===== src/rtl/hazard_ctrl_if.sv =====
// Pipeline <-> hazard controller bundle: ID/EX/MEM hazard sources in,
// pipeline enables/flushes and performance counts out.
interface hazard_ctrl_if #(parameter int CNT_W = 32);
  logic [4:0]       id_rs1, id_rs2;
  logic             id_uses_rs1, id_uses_rs2;
  logic [4:0]       ex_rd;
  logic             ex_mem_read;
  logic             ex_redirect;
  logic             dmem_req, dmem_ready;
  logic             pc_write, ifIdWrite;
  logic             IFflush, idExFlush;
  logic             memStall;
  logic [CNT_W-1:0] stall_cnt, flush_cnt;

  modport slave (
    input  id_rs1, id_rs2, id_uses_rs1, id_uses_rs2,
           ex_rd, ex_mem_read, ex_redirect, dmem_req, dmem_ready,
    output pc_write, ifIdWrite, IFflush, idExFlush, memStall,
           stall_cnt, flush_cnt
  );

  modport master (
    output id_rs1, id_rs2, id_uses_rs1, id_uses_rs2,
           ex_rd, ex_mem_read, ex_redirect, dmem_req, dmem_ready,
    input  pc_write, ifIdWrite, IFflush, idExFlush, memStall,
           stall_cnt, flush_cnt
  );
endinterface


===== src/rtl/hazard_ctrl.sv =====
// Pipeline hazard controller: memory-wait freeze, redirect flush, load-use bubble.
// Define HAZARD_CTRL_PERF_EN to build the saturating stall/flush counters.
module hazard_ctrl #(
  parameter int FLUSH_CYCLES = 1,
  parameter int CNT_W        = 32
) (
  input  logic         clk,
  input  logic         resetn,
  hazard_ctrl_if.slave bus
);
  localparam logic [1:0] RUN      = 2'd0;
  localparam logic [1:0] MEM_WAIT = 2'd1;
  localparam logic [1:0] FLUSH    = 2'd2;
  localparam logic [1:0] FC_LOAD  = 2'(FLUSH_CYCLES - 1);

  logic [1:0] r_state, w_state_nxt;
  logic [1:0] r_fcnt, w_fcnt_nxt;
  logic       w_memwait, w_loaduse, w_redir_acc;
  logic       w_pw, w_ifw, w_iff, w_idf, w_ms;

  assign w_memwait = bus.dmem_req & ~bus.dmem_ready;
  assign w_loaduse = bus.ex_mem_read & (bus.ex_rd != 5'd0) &
                     ((bus.id_uses_rs1 & (bus.id_rs1 == bus.ex_rd)) |
                      (bus.id_uses_rs2 & (bus.id_rs2 == bus.ex_rd)));

  always_comb begin
    w_pw        = 1'b1;
    w_ifw       = 1'b1;
    w_iff       = 1'b0;
    w_idf       = 1'b0;
    w_ms        = 1'b0;
    w_state_nxt = RUN;
    w_fcnt_nxt  = r_fcnt;
    w_redir_acc = 1'b0;
    if (w_memwait) begin
      // Freeze everything; a redirect held in EX is picked up on release.
      w_pw        = 1'b0;
      w_ifw       = 1'b0;
      w_ms        = 1'b1;
      w_state_nxt = MEM_WAIT;
    end else if (r_state == FLUSH) begin
      w_iff       = 1'b1;
      w_idf       = 1'b1;
      w_fcnt_nxt  = r_fcnt - 2'd1;
      w_state_nxt = (r_fcnt <= 2'd1) ? RUN : FLUSH;
    end else if (bus.ex_redirect) begin
      // RUN, or MEM_WAIT releasing this cycle: both follow RUN priorities.
      w_iff       = 1'b1;
      w_idf       = 1'b1;
      w_redir_acc = 1'b1;
      if (FLUSH_CYCLES > 1) begin
        w_state_nxt = FLUSH;
        w_fcnt_nxt  = FC_LOAD;
      end
    end else if (w_loaduse) begin
      w_pw  = 1'b0;
      w_ifw = 1'b0;
      w_idf = 1'b1;
    end
  end

  always_ff @(posedge clk or negedge resetn) begin
    if (!resetn) begin
      r_state <= RUN;
      r_fcnt  <= 2'd0;
    end else begin
      r_state <= w_state_nxt;
      r_fcnt  <= w_fcnt_nxt;
    end
  end

  // Reset forces the flush/hold pattern straight through to the pipeline.
  assign bus.pc_write  = resetn & w_pw;
  assign bus.ifIdWrite = resetn & w_ifw;
  assign bus.IFflush   = ~resetn | w_iff;
  assign bus.idExFlush = ~resetn | w_idf;
  assign bus.memStall  = resetn & w_ms;

`ifdef HAZARD_CTRL_PERF_EN
  logic [CNT_W-1:0] r_stall_cnt, r_flush_cnt;

  always_ff @(posedge clk or negedge resetn) begin
    if (!resetn) begin
      r_stall_cnt <= '0;
      r_flush_cnt <= '0;
    end else begin
      if (!w_pw && (r_stall_cnt != '1)) r_stall_cnt <= r_stall_cnt + 1'b1;
      if (w_redir_acc && (r_flush_cnt != '1)) r_flush_cnt <= r_flush_cnt + 1'b1;
    end
  end

  assign bus.stall_cnt = r_stall_cnt;
  assign bus.flush_cnt = r_flush_cnt;
`else
  logic w_unused_perf;
  assign w_unused_perf = w_redir_acc;
  assign bus.stall_cnt = '0;
  assign bus.flush_cnt = '0;
`endif
endmodule


===== src/flat_wrapper.sv =====
// flat-port wrapper written by rule: the top's interface ports become plain ports
module hazard_ctrl_flat 
#(
  parameter int FLUSH_CYCLES = 1,
  parameter int CNT_W        = 32
)
  (clk, resetn, bus_id_rs1, bus_id_rs2, bus_id_uses_rs1, bus_id_uses_rs2, bus_ex_rd, bus_ex_mem_read, bus_ex_redirect, bus_dmem_req, bus_dmem_ready, bus_pc_write, bus_ifIdWrite, bus_IFflush, bus_idExFlush, bus_memStall, bus_stall_cnt, bus_flush_cnt);
  hazard_ctrl_if #(.CNT_W(CNT_W)) bus_i ();
  input  logic clk;
  input  logic resetn;
  input wire logic [$bits(bus_i.id_rs1)-1:0] bus_id_rs1;
  input wire logic [$bits(bus_i.id_rs2)-1:0] bus_id_rs2;
  input wire logic [$bits(bus_i.id_uses_rs1)-1:0] bus_id_uses_rs1;
  input wire logic [$bits(bus_i.id_uses_rs2)-1:0] bus_id_uses_rs2;
  input wire logic [$bits(bus_i.ex_rd)-1:0] bus_ex_rd;
  input wire logic [$bits(bus_i.ex_mem_read)-1:0] bus_ex_mem_read;
  input wire logic [$bits(bus_i.ex_redirect)-1:0] bus_ex_redirect;
  input wire logic [$bits(bus_i.dmem_req)-1:0] bus_dmem_req;
  input wire logic [$bits(bus_i.dmem_ready)-1:0] bus_dmem_ready;
  output wire logic [$bits(bus_i.pc_write)-1:0] bus_pc_write;
  output wire logic [$bits(bus_i.ifIdWrite)-1:0] bus_ifIdWrite;
  output wire logic [$bits(bus_i.IFflush)-1:0] bus_IFflush;
  output wire logic [$bits(bus_i.idExFlush)-1:0] bus_idExFlush;
  output wire logic [$bits(bus_i.memStall)-1:0] bus_memStall;
  output wire logic [$bits(bus_i.stall_cnt)-1:0] bus_stall_cnt;
  output wire logic [$bits(bus_i.flush_cnt)-1:0] bus_flush_cnt;
  assign bus_i.id_rs1 = bus_id_rs1;
  assign bus_i.id_rs2 = bus_id_rs2;
  assign bus_i.id_uses_rs1 = bus_id_uses_rs1;
  assign bus_i.id_uses_rs2 = bus_id_uses_rs2;
  assign bus_i.ex_rd = bus_ex_rd;
  assign bus_i.ex_mem_read = bus_ex_mem_read;
  assign bus_i.ex_redirect = bus_ex_redirect;
  assign bus_i.dmem_req = bus_dmem_req;
  assign bus_i.dmem_ready = bus_dmem_ready;
  assign bus_pc_write = bus_i.pc_write;
  assign bus_ifIdWrite = bus_i.ifIdWrite;
  assign bus_IFflush = bus_i.IFflush;
  assign bus_idExFlush = bus_i.idExFlush;
  assign bus_memStall = bus_i.memStall;
  assign bus_stall_cnt = bus_i.stall_cnt;
  assign bus_flush_cnt = bus_i.flush_cnt;
  hazard_ctrl #(.FLUSH_CYCLES(FLUSH_CYCLES), .CNT_W(CNT_W)) u_core (.clk(clk), .resetn(resetn), .bus(bus_i));
endmodule

===== config.mk =====
export PLATFORM = sky130hd
export DESIGN_NAME = hazard_ctrl_flat
export DESIGN_NICKNAME = d
export VERILOG_FILES = /design/src/rtl/hazard_ctrl_if.sv /design/src/rtl/hazard_ctrl.sv /design/src/flat_wrapper.sv
export SDC_FILE = /design/constraint.sdc
export NUM_CORES = 1
export LEC_CHECK = 0
export CORE_MARGIN = 5
export CORE_UTILIZATION = 30
export DETAILED_ROUTE_END_ITERATION = 12
export HOLD_SLACK_MARGIN = 0.1
export PLACE_DENSITY = 0.86
export SETUP_SLACK_MARGIN = 0.05
export SYNTH_ARGS = -nofsm -noshare
export SYNTH_HDL_FRONTEND = slang
export SYNTH_SLANG_ARGS = --single-unit

===== constraint.sdc =====
create_clock -name clk -period 2.1 [get_ports clk]
set_clock_uncertainty 0.05 [all_clocks]
set_input_delay 0.21 -clock clk [delete_from_list [all_inputs] [get_ports clk]]
set_output_delay 0.21 -clock clk [all_outputs]
set_load 0.005 [all_outputs]

After elaboration in Yosys (flattened, before gate mapping)
Cells that the tools add are included.
- $add $sub $neg: 1
- order comparisons: 1
- equal/unequal tests: 3
- mux-type cells: 15
- bitwise gates (word level): 13
- reductions and logical operators: 2
- operator list (operator ; count):
    $mux W1 ; 12
    $eq A5 B5 Y1 ; 2
    $and A1 B1 Y1 ; 7
    $mux W2 ; 3
    $reduce_bool A5 Y1 ; 1
    $not A1 Y1 ; 3
    $or A1 B1 Y1 ; 3
    $eq A2 B2 Y1 const B ; 1
    $le A2 B1 Y1 const B ; 1
    $reduce_and A2 Y1 ; 1
    $sub A2 B1 Y2 const B ; 1
- register bits after elaboration: 4
- input port bits: 23
- output and inout bits: 69
- logic and storage cells: 37

Depth between registers and ports, before layout
Gate-level depths: netlist of run 1.
- word-level depth: 9
- depth in mapped cells: 5
- mapped depth without buffers: 4

Worst setup path before layout of run 1
Ideal clock, no wire load.
- path type: input -> output
- start point: in bus_ex_rd[1]
- end point: out bus_pc_write
- arrival: 1.272 ns
- slack: 0.568 ns
- stages: 4
- buffers on the path: 1
- cells stage by stage: or4_1 -> o21a_1 -> a31oi_1 -> buf_4
- longest elaborated chain between the ends: 9
- ends and longest elaborated chain (element ; line ; RTL):
    start, declared ; flat_wrapper.sv:15 ; input wire logic [$bits(bus_i.ex_rd)-1:0] bus_ex_rd;
    $eq A5 B5 Y1, on equally long branches ; hazard_ctrl.sv:23, hazard_ctrl.sv:24 ;
    $and A1 B1 Y1, on equally long branches ; hazard_ctrl.sv:23, hazard_ctrl.sv:24 ;
    $or A1 B1 Y1 ; hazard_ctrl.sv:23 ; ((bus.id_uses_rs1 & (bus.id_rs1 == bus.ex_rd)) |
    $and A1 B1 Y1 * ; hazard_ctrl.sv:22 ; assign w_loaduse = bus.ex_mem_read & (bus.ex_rd != 5'd0) &
    $mux W1 * (4 in a row) ; -- ;
    $and A1 B1 Y1 * ; -- ;
    end, declared ; flat_wrapper.sv:20 ; output wire logic [$bits(bus_i.pc_write)-1:0] bus_pc_write;
Every way passes the cells marked *; elsewhere a longest branch is shown, timed or not.

Final worst setup path of run 1
- start point: in bus_ex_rd[2]
- end point: out bus_idExFlush
- longest elaborated chain between the ends: 9
- ends and longest elaborated chain (element ; line ; RTL):
    $eq A5 B5 Y1, on equally long branches ; hazard_ctrl.sv:23, hazard_ctrl.sv:24 ;
    $and A1 B1 Y1, on equally long branches ; hazard_ctrl.sv:23, hazard_ctrl.sv:24 ;
    $or A1 B1 Y1 ; hazard_ctrl.sv:23 ;
    $and A1 B1 Y1 * ; hazard_ctrl.sv:22 ;
    $mux W1 * ; hazard_ctrl.sv:55 ; end else if (w_loaduse) begin
    $mux W1 * ; hazard_ctrl.sv:46 ; end else if (bus.ex_redirect) begin
    $mux W1 * ; hazard_ctrl.sv:41 ; end else if (r_state == FLUSH) begin
    $mux W1 * ; hazard_ctrl.sv:35 ; if (w_memwait) begin
    $or A1 B1 Y1 * ; hazard_ctrl.sv:76 ; assign bus.idExFlush = ~resetn | w_idf;
    end, declared ; flat_wrapper.sv:23 ; output wire logic [$bits(bus_i.idExFlush)-1:0] bus_idExFlush;
Marked as above.

==> results of run 1 <==
==> stage by stage <==
| stage | instance area [sq um] | hold WS [ns] | util [%] |
|---|---|---|---|
| after floorplan | 1050 | -0.136 | - |
| after global placement | 918 | 0.420 | 34.2 |
| after detailed placement | 918 | 0.444 | 34.2 |
| after CTS | 935 | 0.259 | 34.8 |
| after global routing | 935 | 0.273 | 34.8 |
| final | 935 | 0.275 | 34.8 |
==> final timing paths <==
check	startpoint	to	cells after the start
worst max-delay path	bus_ex_rd[2]	bus_idExFlush	5
worst min register to register	u_core.r_fcnt[0]$_DFFE_PN0P_	u_core.r_fcnt[0]$_DFFE_PN0P_	1
worst max register to register	u_core.r_state[1]$_DFF_PN0_	u_core.r_fcnt[1]$_DFFE_PN0P_	3
min in group clk	u_core.r_fcnt[0]$_DFFE_PN0P_	u_core.r_fcnt[0]$_DFFE_PN0P_	1
worst min-delay path	resetn	u_core.r_state[1]$_DFF_PN0_	2
max in group asynchronous	resetn	u_core.r_state[0]$_DFF_PN0_	2
==> registers in the layout (all words and copies together), names as in the netlist <==
name / flops
u_core.r_fcnt: 2
u_core.r_state: 2
==> what timing repair did <==
item / in CTS / in global routing
setup endpoints to repair: 3 / 0
gates resized for setup: 15 / 0
hold endpoints to repair: 0 / 0
hold buffers: 0 / 0
==> layer usage <==
metal | wire length [um] | GRT usage (%) | vias up
met3 | 286 | 4.50 | 0
li1 | - | - | 259
met1 | 520 | 7.18 | 249
met5 | 0 | 0 | -
met4 | 0 | 3.25 | 0
met2 | 826 | 12.3 | 52
==> power breakdown <==
part / total, uW / internal [uW] / switching, uW
logic: 127 / 66.6 / 60.8
clock network: 96.9 / 64.0 / 32.9
registers: 78.7 / 78.4 / 0.257
total: 303 / 209 / 94.0
==> cell type report <==
type                    instances  area [sq um]  share of cell area [%]
clock buffers                   3          22.5                    2.41
inverters                       2          7.51                   0.803
multi-input cells              94           467                    49.9
flip-flops and latches          4           100                    10.7
well taps                      31          38.8                    4.15
repair buffers                 33           299                    32.0
==> layout by cell type (no fill, tap or decap), types with 2 or more instances in the layout <==
cell | Yosys | final
conb_1 | 1 | 64
inv_1 | 2 | 2
xnor2_1 | 11 | 11
nand4_1 | 2 | 2
dfrtp_1 | 4 | 4
clkbuf_4 | 0 | 3
buf_4 | 65 | 6
clkdlybuf4s50_1 | 0 | 23
buf_2 | 0 | 3
nand2_1 | 4 | 4
==> cell families (layout without fill, tap and decap cells) <==
| group | Yosys count | in the layout |
|---|---|---|
| buffers and inverters | 67 | 38 |
| and+or+nand+nor | 12 | 12 |
| xor gates and xnor gates | 11 | 11 |
| AOI/OAI and AO/OA | 5 | 5 |
| DFF | 4 | 4 |
| adders and majority gates | 1 | 1 |
| other | 1 | 64 |
| muxes | 1 | 1 |
==> worst max-delay path: cells and delay by family <==
| family | cells | cell delay, ns |
|---|---|---|
| simple gates | 1 | 0.52 |
| compound gates | 2 | 0.44 |
| buf+inv | 2 | 0.55 |
==> results.rst, run 1 <==
.. list-table::
   :header-rows: 1

   * - Metric
     - Value
   * - Status
     - complete, no violations
   * - Critical Path AT
     - 1.72 ns
   * - ANT nets after route
     - 0
   * - Wire per inst
     - just under 10 um
   * - Number of enable flip-flop cells after synthesis
     - 0
   * - Async S/R FF share, synth
     - 100%
   * - CP required
     - between 1.5 and 2 ns
   * - Cell Count Post-Placement
     - 164
   * - Synth-to-Final Area Change
     - 14.6%
   * - Register-to-register setup slack
     - 0.98 ns
   * - DRC
     - 0
   * - Number of buffers added on ports
     - 27
   * - CP Launch Type
     - input port
   * - Core area
     - between 2000 and 3000 sq um
   * - Maximum level of the CTS H-tree
     - 1
   * - Library cell contributing the largest single delay on the critical path
     - or4_4
   * - Clock tree from TritonCTS
     - built
   * - Clock latency of the later-clocked register in the worst-skew pair
     - 0.23 ns
   * - First-pass GRT wire length
     - about 2.3 mm
   * - Clk Tree Root Cell
     - clkbuf_4
   * - Ant diodes
     - 0
   * - Simple-gate area share of the yosys netlist
     - between 7 and 8%
   * - Maximum number of pins on one net before global-route repair
     - 6
   * - Mapped Cells
     - approximately 100
   * - RSZ-0062 raised after global routing
     - false
   * - Final Critical Period
     - between 1.5 and 2 ns
   * - Fill cell total of the finished layout
     - 290
   * - DIE AREA
     - approximately 3900 sq um
   * - Multiplexer share of the synthesized area
     - under 10%
   * - Max clock buf depth
     - 2
   * - Die boundary width
     - about 62 um
   * - Number of buffers inserted to repair setup after CTS
     - 0
   * - Type of the worst setup path
     - in -> out
   * - Most frequent cell after synthesis
     - buf_4
   * - Adder-Cell Fraction of Synth Area
     - under 10%
   * - Top cells by count, synth
     - buf_4 (65), xnor2_1 (11), dfrtp_1 (4), nand2_1 (4)
   * - Setup slack at placement
     - -0.354 ns
   * - Vias per inst
     - between 3 and 4
   * - Crit. End Element
     - output pin
   * - Cell Pwr Density
     - around 320 nW/um^2
   * - Global-route congestion overflow total
     - 0
   * - Final worst path period share
     - 94.1%
   * - Effective utilization at floorplan
     - a little under a third
   * - Final-report max-slew violation count
     - 0
   * - Max-capacitance violation count
     - 0
   * - Clk sinks
     - 4
   * - # nets final
     - 162
   * - Post-synthesis share of cell area spent on xor and xnor gates
     - 11.8%
   * - Achievable clock frequency
     - a little over 0.5 GHz
   * - P_leak
     - 0.000486 uW
   * - Vias
     - 560
   * - Cell area after technology mapping
     - slightly above 800 sq um
   * - Die Height
     - 62.1 um
   * - Proportion of synthesized chip area in sequential cells
     - between 10% and 20%
   * - Overall routed net length
     - 1.63 mm
   * - Final worst-path setup slack
     - 0.123 ns
   * - Placer Congestion
     - approximately 0.76
   * - Number of antenna violations at the first check in global routing
     - 0
   * - Via count of the first global-routing pass
     - between 500 and 600
   * - Post-synthesis cell type with the largest combined area
     - buf_4
   * - Fraction of layout instances using a drive strength above 1
     - 11.0%
   * - Placement Rows
     - 19
   * - CTS clock-pin slew for the worst setup and hold paths
     - 0.04 ns
   * - Delay of the slowest cell on the worst path
     - between 0.5 and 0.6 ns
   * - Maximum net fanout on the critical path
     - 2
   * - Count of TritonRoute iterations in the first routing pass
     - 2
   * - Cell types with the largest area share after synthesis
     - buf_4 (60%), dfrtp_1 (12%), xnor2_1 (12%)
   * - Post-route insts no fill
     - around 170
   * - GRT Total Usage
     - under 10%
   * - Top flip-flop cell by instance count after synthesis
     - dfrtp_1
   * - Total power draw
     - 303 uW
   * - Number of synthesized register bits
     - 4
   * - Min-Delay Path Class
     - in -> async
   * - CTS buffer count
     - 3
   * - Post-synthesis cell type count
     - 20
   * - Largest vdd supply drop
     - ~0.21 mV
   * - Synthesized-area fraction occupied by ao, oa, aoi and oai cells
     - under 10%
   * - Cell-by-cell listing of the critical path
     - clkdlybuf4s50_1 > or4_4 > o21a_1 > a31o_1 > buf_2
   * - Post-route setup TNS
     - 0 ns
   * - Post-synthesis area per instance
     - around 8 sq um
   * - Count of routing violations after the opening detailed-route iteration
     - 7
   * - HPWL after detailed placement
     - between 1.5 and 2 mm
   * - Combinational family with the most area after synthesis
     - buffers and inverters
   * - Area fraction of the dominant cell type after synthesis
     - roughly three fifths
   * - Final Hold Viols
     - 0
   * - Number of synthesis warnings
     - 0
   * - Top Ports
     - 92
   * - Endpoints failing setup
     - 0
No activity file was read; power rests on OpenSTA's default activity.
==> run 2: changes to the inputs <==
CELL_PAD_IN_SITES_DETAIL_PLACEMENT = 1   (was default)
CELL_PAD_IN_SITES_GLOBAL_PLACEMENT = 2   (was default)
CORE_UTILIZATION = 13   (was 30)
PLACE_DENSITY = 0.82   (was 0.86)
==> run 2 against run 1 <==
  * Cell count grew 28%
  * Worst hold slack gained 0.057 ns
  * Combinational power grew 7%
  * Register-to-register slack is essentially flat
  * Global-route usage shrank 3.0 points
  * First-iteration DRC count grew 14%
  * Core utilization shrank 17 points
  * Sequential share of layout area shrank 1.1 points
  * Via count grew 3.6%
  * Flip-flop and latch count is the same
==> results.rst, run 2 (synthesized netlist as in run 1, its figures left out) <==
.. list-table::
   :header-rows: 1

   * - Metric
     - Value
   * - Status
     - complete, no violations
   * - Global-route congestion overflow total
     - 0
   * - CTS clock-pin slew for the worst setup and hold paths
     - 0.03 ns
   * - Path depth of the worst reg2reg path
     - 3
   * - Register-to-register setup slack
     - roughly 0.98 ns
   * - Post-route setup TNS
     - 0 ns
   * - Cell Count Post-Placement
     - between 200 and 250
   * - Placed cell areas
     - about 1000 sq um
   * - Number of antenna violations at the first check in global routing
     - 0
   * - Largest vdd supply drop
     - 0.128 mV
   * - Finished Cell Area
     - between 1000 and 1500 sq um
   * - Crit. End Element
     - output pin
   * - Wire per inst
     - between 9 and 10 um
   * - Max clock buf depth
     - 2
   * - Most frequent cells in the layout
     - conb_1 (64), clkdlybuf4s50_1 (24), xnor2_1 (10)
   * - # nets final
     - around 170
   * - Vias
     - 580
   * - Count of routing violations after the opening detailed-route iteration
     - 8
   * - RSZ-0062 raised after global routing
     - true
   * - GRT Total Usage
     - approximately 4.3%
   * - Final Critical Period
     - about 2 ns
   * - Final Hold Viols
     - 0
   * - Maximum number of pins on one net before global-route repair
     - 5
   * - Clk sinks
     - 4
   * - Maximum level of the CTS H-tree
     - 1
   * - Clk Tree Root Cell
     - clkbuf_8
   * - Achievable clock frequency
     - between 0.5 and 0.6 GHz
   * - Number of buffers added on ports
     - 27
   * - Die boundary width
     - about 89 um
   * - CP Launch Type
     - input port
   * - First-pass GRT wire length
     - around 2.5 mm
   * - Placement Rows
     - 28
   * - Ant diodes
     - 0
   * - Count of hold buffers inserted by post-cts repair
     - 0
   * - Vias per inst
     - 2.71
   * - Core area
     - ~6000 sq um
   * - Most common cell after layout, fill and taps aside
     - conb_1
   * - Cell Pwr Density
     - ~360 nW/um^2
   * - Placer Congestion
     - roughly 0.7
   * - Endpoints failing setup
     - 0
   * - Fill cell total of the finished layout
     - 746
   * - Max-capacitance violation count
     - 0
   * - Post-route insts no fill
     - 214
   * - Final-report max-slew violation count
     - 0
   * - DRC
     - 0
   * - Clock latency of the later-clocked register in the worst-skew pair
     - between 0.2 and 0.25 ns
   * - CTS buffer count
     - 3
   * - Post-route core utilization
     - approximately 17%
   * - Fin Hold WS
     - between 0.3 and 0.4 ns
   * - Die Height
     - 89.2 um
   * - P_leak
     - around 0.00051 uW
   * - Min-Delay Path Class
     - in -> async
   * - FF-to-FF Start
     - u_core.r_state[1]$_DFF_PN0_
   * - Synth-to-Final Area Change
     - 27.9%
   * - Largest registers in the final layout
     - u_core.r_fcnt: 2 flops, u_core.r_state: 2 flops
   * - Overall routed net length
     - 2.01 mm
   * - Fraction of layout instances using a drive strength above 1
     - roughly 12%
   * - Type of the worst setup path
     - in -> out
   * - Count of TritonRoute iterations in the first routing pass
     - 2
   * - Via count of the first global-routing pass
     - between 500 and 600
   * - CP required
     - 1.84 ns
   * - Final worst path period share
     - roughly 95%
   * - ANT nets after route
     - 0
   * - HPWL after detailed placement
     - about 1.9 mm
   * - Effective utilization at floorplan
     - a little over an eighth
   * - DIE AREA
     - 7960 sq um
   * - Maximum net fanout on the critical path
     - 2
   * - Top Ports
     - 92
   * - Clock tree from TritonCTS
     - built
   * - Worst reg2reg path endpoint
     - u_core.r_fcnt[1]$_DFFE_PN0P_
   * - Critical Path AT
     - between 1.5 and 2 ns
run 2: how the worst max path moves through the flow:
stage,from,end,slack (ns),cells after the start
after floorplan,bus_ex_rd[1],bus_pc_write,0.57,4
after global placement,bus_ex_rd[2],bus_pc_write,-0.24,5
after detailed placement,bus_ex_rd[2],bus_pc_write,-0.25,5
after CTS,bus_ex_rd[2],bus_pc_write,0.05,5
after global routing,bus_ex_rd[1],bus_pc_write,-0.001,5
final,bus_ex_rd[2],bus_pc_write,0.10,5
run 2: what timing repair did:
item                                    4_1_cts  5_1_grt
endpoints found under the setup margin        3        4
pin swaps                                     1        2
gates resized for setup                       7        2
setup buffers                                 0        0
run 2: layout make-up:
cell class / instances / area (sq um) / area share (%)
Multi-Input combinational cell: 94 / 470 / 45.1
Timing Repair Buffer: 36 / 330 / 31.7
Sequential cell: 4 / 100 / 9.59
Tap cell: 75 / 93.8 / 8.99
Clock buffer: 3 / 41.3 / 3.96
Inverter: 2 / 7.51 / 0.719
run 2: critical path, stage by stage:
cell	delay, ns
clkdlybuf4s50_1	0.43
or4_1	0.50
o21a_1	0.20
a31oi_1	0.15
dlygate4sd2_1	0.26
run 2: where the power goes:
part | total (uW) | internal (uW) | switching, uW
Sequential | 78.8 | 78.6 | 0.268
Combinational | 136 | 72.6 | 63.8
Clock | 164 | 122 | 41.9
run 2: per-layer routing:
layer	wire [um]	track usage, %	share of wire, %
met5	0	0	0
met4	20	2.03	0.99
met3	385	2.49	19
met2	873	6.76	43
met1	733	4.71	36
run 2: stage by stage:
step / setup WS [ns] / total power, uW
2_1_floorplan: 0.568 / 221
3_3_place_gp: -0.243 / 212
3_5_place_dp: -0.252 / 214
4_1_cts: 0.0489 / 384
5_1_grt: -0.00112 / 406
6_report: 0.100 / 380
==> run 3: changes to the inputs <==
SKIP_CTS_REPAIR_TIMING = 1   (was default)
==> run 3 against run 2 <==
  * Cell area rose by 2.0%
  * Sequential share of layout area down 0.19 points
  * Combinational power up 3%
  * Critical path depth is the same
  * Via count increased by 1.2%
  * Count of clock-buffer cells in the layout unchanged
  * Total power is 0.87% higher
  * Register-to-register slack about the same
  * Critical path type unchanged
  * Highest routed layer unchanged
==> results.rst, run 3 (synthesized netlist as in run 1, its figures left out) <==
.. list-table::
   :header-rows: 1

   * - Metric
     - Value
   * - Maximum number of pins on one net before global-route repair
     - 5
   * - Crit. End Element
     - output pin
   * - Ant diodes
     - 0
   * - FF-to-FF Start
     - u_core.r_state[1]$_DFF_PN0_
   * - Max clock buf depth
     - 2
   * - Wire per inst
     - about 9.8 um
   * - P_leak
     - roughly 0.00054 uW
   * - Via count of the first global-routing pass
     - 527
   * - Critical path origin
     - bus_ex_rd[2]
   * - Final-report max-slew violation count
     - 0
   * - RSZ-0062 raised after global routing
     - true
   * - Largest registers in the final layout
     - u_core.r_fcnt: 2 flops, u_core.r_state: 2 flops
   * - DIE AREA
     - between 7000 and 8000 sq um
   * - Placer Congestion
     - between 0.7 and 0.8
   * - Type of the worst setup path
     - in -> out
   * - Number of buffers added on ports
     - 27
   * - CTS clock-pin slew for the worst setup and hold paths
     - roughly 0.030 ns
   * - Final Critical Period
     - approximately 2.0 ns
   * - Vias per inst
     - 2.73
   * - Critical Path AT
     - between 1.5 and 2 ns
   * - Share of power burned in the clock network
     - 42.9%
   * - Die Height
     - 89.2 um
   * - # nets final
     - 166
   * - Post-route core utilization
     - between 10% and 20%
   * - Global-route congestion overflow total
     - 0
   * - Maximum level of the CTS H-tree
     - 1
   * - Part of the power in combinational logic
     - roughly 37%
   * - Fin Hold WS
     - 0.331 ns
   * - Count of TritonRoute iterations in the first routing pass
     - 4
   * - Final Hold Viols
     - 0
   * - Register-to-register setup slack
     - 0.98 ns
   * - Placement Rows
     - 28
   * - Overall routed net length
     - about 2.1 mm
   * - Cell internal pwr
     - roughly 280 uW
   * - Most frequent cells in the layout
     - conb_1 (64), clkdlybuf4s50_1 (24), xnor2_1 (11)
   * - Cell Pwr Density
     - roughly 360 nW/um^2
   * - Vias
     - between 500 and 600
   * - Clock latency of the later-clocked register in the worst-skew pair
     - roughly 0.22 ns
   * - CTS buffer count
     - 3
   * - Final worst-path setup slack
     - a little under 0.09 ns
   * - Placed cell areas
     - 996 sq um
   * - Sequential fraction of design power
     - between 20 and 25%
   * - Final worst path period share
     - 95.8%
   * - Clock tree from TritonCTS
     - built
   * - Max-capacitance violation count
     - 0
   * - Achievable clock frequency
     - around 0.50 GHz
   * - Synth-to-Final Area Change
     - 30.5%
   * - Count of routing violations after the opening detailed-route iteration
     - 13
   * - Maximum net fanout on the critical path
     - 2
   * - Finished Cell Area
     - roughly 1100 sq um
   * - Effective utilization at floorplan
     - about 14%
   * - HPWL after detailed placement
     - between 1.5 and 2 mm
   * - CP Launch Type
     - input port
   * - Switching share of power
     - between 20% and 30%
   * - Endpoints failing setup
     - 0
   * - Largest vdd supply drop
     - between 0.1 and 0.15 mV
   * - Top Ports
     - a little over 90
   * - Die boundary width
     - 89.2 um
   * - CP required
     - roughly 1.8 ns
   * - Status
     - complete, no violations
   * - Most common cell after layout, fill and taps aside
     - conb_1
   * - Fraction of layout instances using a drive strength above 1
     - 11.4%
   * - ANT nets after route
     - 0
   * - DRC
     - 0
   * - Fill cell total of the finished layout
     - 740
   * - Setup slack at placement
     - -0.252 ns
   * - GRT Total Usage
     - 4.31%
   * - Min-Delay Path Class
     - in -> async
   * - Net switching power
     - around 110 uW
   * - Number of antenna violations at the first check in global routing
     - 0
   * - First-pass GRT wire length
     - approximately 2.5 mm
   * - Core area
     - about 6000 sq um
   * - Clk Tree Root Cell
     - clkbuf_8
   * - Clk sinks
     - 4
## run 3: metrics by stage
stage / std cells / total power (uW) / TNS (ns)
global placement: 211 / 212 / -0.707
finish: 215 / 383 / 0
global route: 215 / 409 / 0
detailed placement: 211 / 214 / -0.734
floorplan: 165 / 221 / 0
CTS: 214 / 383 / -0.731
## run 3: area by class of cell
| type | count | area, sq um | share of cell area [%] |
|---|---|---|---|
| Timing Repair Buffer | 37 | 353 | 33.1 |
| Clock buffer | 3 | 41.3 | 3.88 |
| Tap cell | 75 | 93.8 | 8.81 |
| Inverter | 2 | 7.51 | 0.705 |
| Sequential cell | 4 | 100 | 9.40 |
| Multi-Input combinational cell | 94 | 469 | 44.1 |
## run 3: power by group through the flow
stage / Combinational [uW] / Clock [uW] / Sequential [uW]
floorplan: 142 / 0 / 79.7
global placement: 132 / 0 / 79.6
detailed placement: 134 / 0 / 79.8
CTS: 135 / 170 / 78.9
global route: 155 / 175 / 79.0
finish: 140 / 164 / 78.8
## run 3: metal layers
layer | vias to the layer above | track usage [%] | routed length (um)
met5 | - | 0 | 0
met4 | 0 | 2.03 | 20
met3 | 4 | 2.49 | 393
met2 | 60 | 6.76 | 962
met1 | 255 | 4.66 | 731
li1 | 268 | - | -
## run 3: critical path, cell delays in order
cell	delay [ns]
clkdlybuf4s50_1	0.43
or4_1	0.50
o21a_1	0.22
a31o_1	0.24
dlymetal6s2s_1	0.16
## run 3: final timing paths
kind                                           endpoint  cells after the start
hold reg to reg            u_core.r_fcnt[0]$_DFFE_PN0P_                      1
setup reg to reg           u_core.r_fcnt[1]$_DFFE_PN0P_                      3
setup / recovery                          bus_idExFlush                      5
min in group clk           u_core.r_fcnt[0]$_DFFE_PN0P_                      1
max in group asynchronous  u_core.r_fcnt[1]$_DFFE_PN0P_                      2
hold / removal              u_core.r_state[1]$_DFF_PN0_                      2
